--- src/rtl/lut_loader.sv ---
// lut_loader: writer side of the 3BC branch/address lookup table.
// A loader streams two-byte frames (header carrying index and the upper
// data bits, then the low data byte); each completed frame is written into
// a 16-entry register table. The table is read combinationally via i_Index.
module lut_loader #(
  parameter int ENTRIES = 16,
  parameter int WIDTH   = 10
) (
  input  logic               i_Clk,
  input  logic               i_Reset,
  input  logic [7:0]         i_InData,
  input  logic               i_InValid,
  output logic               o_InReady,
  input  logic               i_Lock,
  input  logic [3:0]         i_Index,
  output logic [WIDTH-1:0]   o_Out,
  output logic [ENTRIES-1:0] o_Loaded,
  output logic               o_Done,
  output logic               o_Error
);

  typedef enum logic [1:0] {
    HDR   = 2'd0,
    LO    = 2'd1,
    WRITE = 2'd2
  } state_t;

  state_t             r_state;
  logic [3:0]         r_index;
  logic [1:0]         r_hi;
  logic [7:0]         r_lo;
  logic [WIDTH-1:0]   r_table [ENTRIES];
  logic [ENTRIES-1:0] r_loaded;
  logic               r_done;
  logic               r_error;

  logic               w_xfer;
  logic               w_hdrBad;

  // Handshake: no bytes during reset, while locked, or in the write cycle.
  assign o_InReady = i_Reset && !i_Lock && (r_state != WRITE);
  assign w_xfer    = i_InValid && o_InReady;
  assign w_hdrBad  = (i_InData[3:2] != 2'b00);

  // Frame assembly and table update; a reset mid-frame discards the partial entry.
  always_ff @(posedge i_Clk or negedge i_Reset) begin
    if (!i_Reset) begin
      r_state  <= HDR;
      r_index  <= '0;
      r_hi     <= '0;
      r_lo     <= '0;
      r_loaded <= '0;
      r_error  <= 1'b0;
      for (int i = 0; i < ENTRIES; i++) begin
        r_table[i] <= '0;
      end
    end else begin
      case (r_state)
        HDR: begin
          if (w_xfer) begin
            if (w_hdrBad) begin
              r_error <= 1'b1;
            end else begin
              r_index <= i_InData[7:4];
              r_hi    <= i_InData[1:0];
              r_state <= LO;
            end
          end
        end
        LO: begin
          if (w_xfer) begin
            r_lo    <= i_InData;
            r_state <= WRITE;
          end
        end
        WRITE: begin
          r_table[r_index]  <= {r_hi, r_lo};
          r_loaded[r_index] <= 1'b1;
          r_state           <= HDR;
        end
        default: begin
          r_state <= HDR;
        end
      endcase
    end
  end

  // Done trails the Loaded vector by one cycle and only clears on reset.
  always_ff @(posedge i_Clk or negedge i_Reset) begin
    if (!i_Reset) begin
      r_done <= 1'b0;
    end else begin
      r_done <= &r_loaded;
    end
  end

  assign o_Out    = r_table[i_Index];
  assign o_Loaded = r_loaded;
  assign o_Done   = r_done;
  assign o_Error  = r_error;

endmodule

--- config.mk ---
export PLATFORM = sky130hd
export DESIGN_NAME = lut_loader
export DESIGN_NICKNAME = d
export VERILOG_FILES = /design/src/rtl/lut_loader.sv
export SDC_FILE = /design/constraint.sdc
export NUM_CORES = 1
export LEC_CHECK = 0
export ABC_AREA = 1
export CORE_MARGIN = 4
export CORE_UTILIZATION = 45
export DETAILED_ROUTE_END_ITERATION = 8
export PLACE_DENSITY_LB_ADDON = 0.1
export SLEW_MARGIN = 20
export SYNTH_ARGS = -nofsm -noshare
export SYNTH_HDL_FRONTEND = slang
export SYNTH_SLANG_ARGS = --single-unit
--- constraint.sdc ---
create_clock -name i_Clk -period 1.7 [get_ports i_Clk]
set_input_delay 0.255 -clock i_Clk [delete_from_list [all_inputs] [get_ports i_Clk]]
set_output_delay 0.255 -clock i_Clk [all_outputs]
set_load 0.1 [all_outputs]
==> results of run 1 <==
cell families (layout without fill, tap and decap cells):
| kind of cell | after synthesis | count (layout) | share of synthesized area (%) |
|---|---|---|---|
| simple gates | 576 | 576 | 26.42 |
| buf+inv | 237 | 318 | 10.34 |
| flops | 194 | 194 | 53.86 |
| compound gates | 169 | 169 | 9.384 |
stage by stage:
| stage | TNS [ns] | cell area, um^2 | hold WS (ns) | power, uW |
|---|---|---|---|---|
| after floorplan | -0.1478 | 9054 | -0.04059 | 6911 |
| after CTS | -0.2361 | 11200 | 0.3961 | 12690 |
| after detailed placement | -1.942 | 10390 | 0.3266 | 8079 |
| after global placement | -1.861 | 10390 | 0.3301 | 8057 |
| final | -0.1135 | 11410 | 0.4074 | 12650 |
| after global routing | -0.9101 | 11410 | 0.4113 | 13220 |
per-layer routing:
metal / share of wire, % / track usage [%] / vias up
met5: 0 / 0 / -
met4: 2.0 / 6.957 / 0
met3: 3.1 / 3.967 / 30
met2: 50 / 40.32 / 138
met1: 45 / 31.10 / 3730
li1: - / - / 3788
state kept, by name, indices dropped and copies added (netlist names):
name,flops
r_table,160
o_Loaded,16
r_lo,8
r_index,4
r_hi,2
r_state,2
o_Done,1
o_Error,1
Yosys cell counts:
cell type  count
o21ai_1       45
clkinv_1       1
dfrtp_1      194
nor3b_1        1
nand3_1      127
nor3_2         1
nand2_1      430
clkbuf_1      47
nor2_4         1
nor3_4         1
nand2_2        1
nand4_1        8
buf_4          5
buf_1          4
buf_2         19
inv_1        156
nor2_2         3
inv_2          5
nor2_1         3
o21ai_0      124
worst min path at each step:
| stage | depth (start not counted) | end | start | slack, ns |
|---|---|---|---|---|
| 2_1_floorplan | 0 | o_Done | i_Reset | -0.04 |
| 5_1_grt | 3 | r_lo[1] | i_InData[1] | 0.41 |
| 4_1_cts | 3 | r_lo[5] | i_InData[5] | 0.40 |
| 3_3_place_gp | 2 | o_Loaded[14] | i_Reset | 0.33 |
| 3_5_place_dp | 2 | o_Loaded[14] | i_Reset | 0.33 |
| 6_report | 3 | r_lo[5] | i_InData[5] | 0.41 |
placed cells by master, fill, tap and decap left out:
master,n
dlygate4sd2_1,2
nand2_1,407
nor3b_1,1
clkbuf_8,1
bufinv_16,5
buf_12,40
nor2_2,1
nor3_2,1
nand2_2,24
inv_1,146
clkbuf_16,17
dlygate4sd3_1,1
nand4_1,8
inv_8,2
clkdlybuf4s50_1,11
nor3_4,1
inv_6,4
nand3_2,35
buf_2,1
nand3_1,92
nor2_1,3
inv_2,15
clkinv_4,4
buf_6,2
clkinv_1,1
o21ai_1,45
nor2_4,3
o21ai_0,124
buf_4,66
dfrtp_1,194
worst max-delay path, stage by stage (launching register included):
cell and delay [ns]:
dfrtp_1 0.35, nand2_1 0.07, nand2_2 0.12, nand2_2 0.07
nand3_2 0.07, nand3_2 0.10, nand2_2 0.10, buf_12 0.17
power groups by stage:
stage               Clock [uW]  Sequential, uW  Combinational, uW
floorplan                    0            5610               1300
global placement             0            5390               2670
detailed placement           0            5400               2680
CTS                       4650            5310               2730
global route              4830            5370               3010
finish                    4570            5310               2760
area by class of cell:
type / count / area [um^2] / area share [%]
flip-flops and latches: 194 / 4855 / 42.56
multi-input cells: 745 / 3470 / 30.42
repair buffers: 124 / 1475 / 12.93
inverters: 162 / 608.1 / 5.331
clock buffers: 17 / 425.4 / 3.729
well taps: 265 / 331.6 / 2.907
clock inverters: 15 / 242.7 / 2.128
timing repair:
item | 4_1_cts | 5_1_grt
cloned | 0 | 0
buffers inserted | 7 | 11
hold endpoints to repair | 56 | 0
gates resized for setup | 30 | 30
hold buffers | 1 | 0
setup endpoints to repair | 10 | 11
pin swaps | 42 | 11
==> results.json, run 1 <==
{
  "status": "finished with violations",
  "violations": "setup timing",
  "setup_violations": 7,
  "cts_sinks": 194,
  "p_sw_share_pct": 32.22,
  "yosysSeqAreaShare_pct": 53.86,
  "n_fill_cell": 1869,
  "vias_per_cell": 5.050,
  "fin_util_pct": 58.23,
  "fin_nets": 1260,
  "rsz0062_at_grt": "true",
  "synth_fp_nets": 1192,
  "antenna_found_initial": 0,
  "ys_ff_latch": 194,
  "cp-startpoint": "r_table[103]",
  "synth.area.top_cells": "dfrtp_1 54%, nand2_1 18%, nand3_1 7.1%",
  "timing.rr.end": "r_table[86]",
  "endpoint": "o_Out[3]",
  "leakage_uw": 0.005522,
  "grt_max_degree": 61,
  "insertion_delay_ns": 0.43,
  "p_clk_share_pct": 36.1,
  "reg2reg_slack_ns": 0.23,
  "start_util_pct": 46.01,
  "fin_crit_sh_pct": 101.8,
  "hold_viol": 0,
  "place_hpwl_mm": 16.58,
  "grt_pass1_wl_mm": 40.68,
  "layout.cells.non_filler": 1522,
  "num_io_pins": 45,
  "insertedDiodeCount": 0,
  "reg2reg_depth": 6,
  "die_w_um": 149.5,
  "core_mm2": 0.01959,
  "cts_htree_levels": 4,
  "fin_ws_ns": -0.03106,
  "port_buffers": 44,
  "synth_cells": 1176,
  "wl_per_cell_um": 16.44,
  "cp_data_required_time_ns": 1.44,
  "startpoint_type": "register",
  "drv_cap": 0,
  "synth_warnings": 0,
  "cts_tree": "done",
  "pre_cts_ws_ns": -0.2170,
  "grt_pass1_vias": 7644,
  "dp.cells": 1471,
  "synth_top_area_share_pct": 53.86,
  "p_int_uw": 8573,
  "hold_class": "in -> reg",
  "maxSlewViolCount": 0,
  "clk_pin_slew_ns": 0.07,
  "dr.first_iter.drc_count": 544,
  "die_h_um": 149.5,
  "synth_top_area_cell": "dfrtp_1",
  "critPathCaptureType": "primary output",
  "pwr-share-seq_pct": 42.0,
  "reg2reg_from": "r_index[0]",
  "crit_type": "reg -> out",
  "cts_buffers": 17,
  "wirelength_mm": 25.02,
  "syn_area_per_cell_um2": 7.665,
  "slew_headroom_pct": 60.14,
  "dieArea_mm2": 0.02236,
  "synth.cell_area_mm2": 0.009014,
  "place_congestion": 0.8400,
  "firstDrtPassIters": 5,
  "synthToLayoutAreaGrowth_pct": 26.55,
  "std_cell_rows": 51,
  "drive_above_1_share_pct": 17.66,
  "path_max_fanout": 2,
  "ant_nets": 0,
  "period_needed_ns": 1.731,
  "p_comb_share_pct": 21.9,
  "grtUsageTotal_pct": 23.62,
  "power_density_mw_per_mm2": 1109,
  "finalClockSkew_ns": 0.007806,
  "clock.fmax_mhz": 577.7,
  "worst_pin_slew_ns": 0.5972,
  "synthDistinctLibCells": 20,
  "ir_drop_uv": 679.5,
  "num_vias": 7686,
  "cts_root_buf": "clkbuf_16",
  "drc_errors": 0,
  "cp.arrival_ns": 1.48,
  "p_sw_uw": 4075,
  "cts_buffer_depth": 2,
  "grt_overflow_total": 0
}
Power figures use the tool's default switching activity.
==> run 2: changes to the inputs <==
- TNS_END_PERCENT: unset -> 10
==> results.json, run 2 (synthesis results as in run 1) <==
{
  "status": "finished with violations",
  "violations": "setup timing",
  "slew_headroom_pct": 62.20,
  "finalClockSkew_ns": 0.01047,
  "final_common_cell": "nand2_1",
  "grtUsageTotal_pct": 23.92,
  "crit_type": "reg -> out",
  "synthToLayoutAreaGrowth_pct": 28.07,
  "antenna_found_initial": 0,
  "insertion_delay_ns": 0.43,
  "reg2reg_from": "r_state[0]",
  "cp.arrival_ns": 1.49,
  "reg2reg_slack_ns": 0.26,
  "die_w_um": 149.5,
  "drive_above_1_share_pct": 18.96,
  "cts_htree_levels": 4,
  "tns_ns": -0.1032,
  "insertedDiodeCount": 0,
  "grt_max_degree": 71,
  "pre_cts_ws_ns": -0.3714,
  "vias_per_cell": 5.042,
  "port_buffers": 44,
  "place_hpwl_mm": 16.24,
  "fin_hold_ws_ns": 0.4094,
  "die_h_um": 149.5,
  "maxSlewViolCount": 0,
  "cts_tree": "done",
  "period_needed_ns": 1.740,
  "clock.fmax_mhz": 574.7,
  "wirelength_mm": 25.70,
  "num_vias": 7639,
  "setup_violations": 7,
  "cp_data_required_time_ns": 1.44,
  "ir_drop_uv": 692.8,
  "start_util_pct": 46.01,
  "hold_viol": 0,
  "reg2reg_depth": 7,
  "layout.cells.non_filler": 1515,
  "std_cell_rows": 51,
  "hold_class": "in -> async",
  "leakage_uw": 0.005542,
  "fin_nets": 1253,
  "timing.rr.end": "r_table[72]",
  "dr.first_iter.drc_count": 537,
  "fin_crit_sh_pct": 102.4,
  "grt_overflow_total": 0,
  "num_io_pins": 45,
  "clk_pin_slew_ns": 0.07,
  "dieArea_mm2": 0.02236,
  "largest_reg_flops": 160,
  "regMostFlops": "r_table",
  "n_fill_cell": 1822,
  "fin_ws_ns": -0.04001,
  "cts_buffers": 17,
  "rsz0062_at_grt": "true",
  "ant_nets": 0,
  "firstDrtPassIters": 5,
  "cts_root_buf": "clkbuf_16",
  "drc_errors": 0,
  "startpoint_type": "register",
  "wl_per_cell_um": 16.97,
  "place_congestion": 0.8542,
  "grt_pass1_wl_mm": 41.03,
  "cts_buffer_depth": 2,
  "dp.cells": 1465,
  "final_cell_mix": "404 x nand2_1, 194 x dfrtp_1, 154 x inv_1",
  "critPathCaptureType": "primary output",
  "core_mm2": 0.01959,
  "path_max_fanout": 2,
  "cts_sinks": 194,
  "grt_pass1_vias": 7509,
  "worst_pin_slew_ns": 0.5664,
  "drv_cap": 0,
  "power_density_mw_per_mm2": 1105,
  "p_total_uw": 12760
}
## run 2: cell types whose count changed in the layout (fill, tap and decap cells not counted), sizes merged
cell,before,now
clkdlybuf4s15,0,1
inv,167,162
dlygate4sd2,2,1
clkbuf,18,24
buf,109,100
clkinvlp,0,1
## run 2: stage by stage
stage	util, %	cell area [um^2]
2_1_floorplan	-	9026
3_3_place_gp	52.58	10300
3_5_place_dp	52.58	10300
4_1_cts	57.69	11300
5_1_grt	58.93	11540
6_report	58.93	11540
## run 2: per-layer routing
metal / share of wire (%) / global-route usage, % / up-vias
met1: 46 / 32.83 / 3647
met2: 46 / 37.35 / 186
met5: 0 / 0 / -
li1: - / - / 3765
met4: 2.7 / 8.696 / 0
met3: 5.2 / 5.542 / 41
## run 2: repair_timing
item / CTS / global route
hold buffers: 1 / 0
setup endpoints to repair: 10 / 11
gates resized for setup: 63 / 39
endpoints found under the hold margin: 42 / 0
setup buffers: 8 / 7
cloned: 1 / 1
pin swaps: 25 / 24
## run 2: worst max-delay path, stage by stage (launching register included)
cell and delay, ns:
dfrtp_1 0.37, inv_1 0.05, nand2_1 0.09, nand3_1 0.09
nand3_2 0.09, nand3_2 0.08, nand2_2 0.11, buf_12 0.18
## run 2: worst max path at each step
stage | cells past startpoint | end | slack [ns] | startpoint
2_1_floorplan | 7 | o_Out[2] | -0.20 | i_Index[1]
3_3_place_gp | 7 | o_Out[5] | -0.35 | i_Index[1]
3_5_place_dp | 7 | o_Out[5] | -0.37 | i_Index[1]
4_1_cts | 7 | o_Out[6] | -0.03 | r_table[116]
5_1_grt | 7 | o_Out[5] | -0.10 | r_table[105]
6_report | 7 | o_Out[3] | -0.04 | r_table[133]
## run 2: area by class of cell
| cell class | instances | area [um^2] | area share (%) |
|---|---|---|---|
| clock buffers | 21 | 460.4 | 3.989 |
| multi-input cells | 745 | 3622 | 31.38 |
| repair buffers | 117 | 1460 | 12.65 |
| clock inverters | 11 | 201.4 | 1.745 |
| well taps | 265 | 331.6 | 2.872 |
| inverters | 162 | 613.1 | 5.311 |
| flip-flops and latches | 194 | 4855 | 42.05 |
## run 2: power breakdown
group / switching [uW] / leakage, uW / internal (uW) / total (uW)
logic: 2000 / 0.00256 / 924 / 2930
clock network: 1800 / 0.000318 / 2710 / 4500
registers: 268 / 0.00266 / 5050 / 5320
total: 4070 / 0.00554 / 8690 / 12800
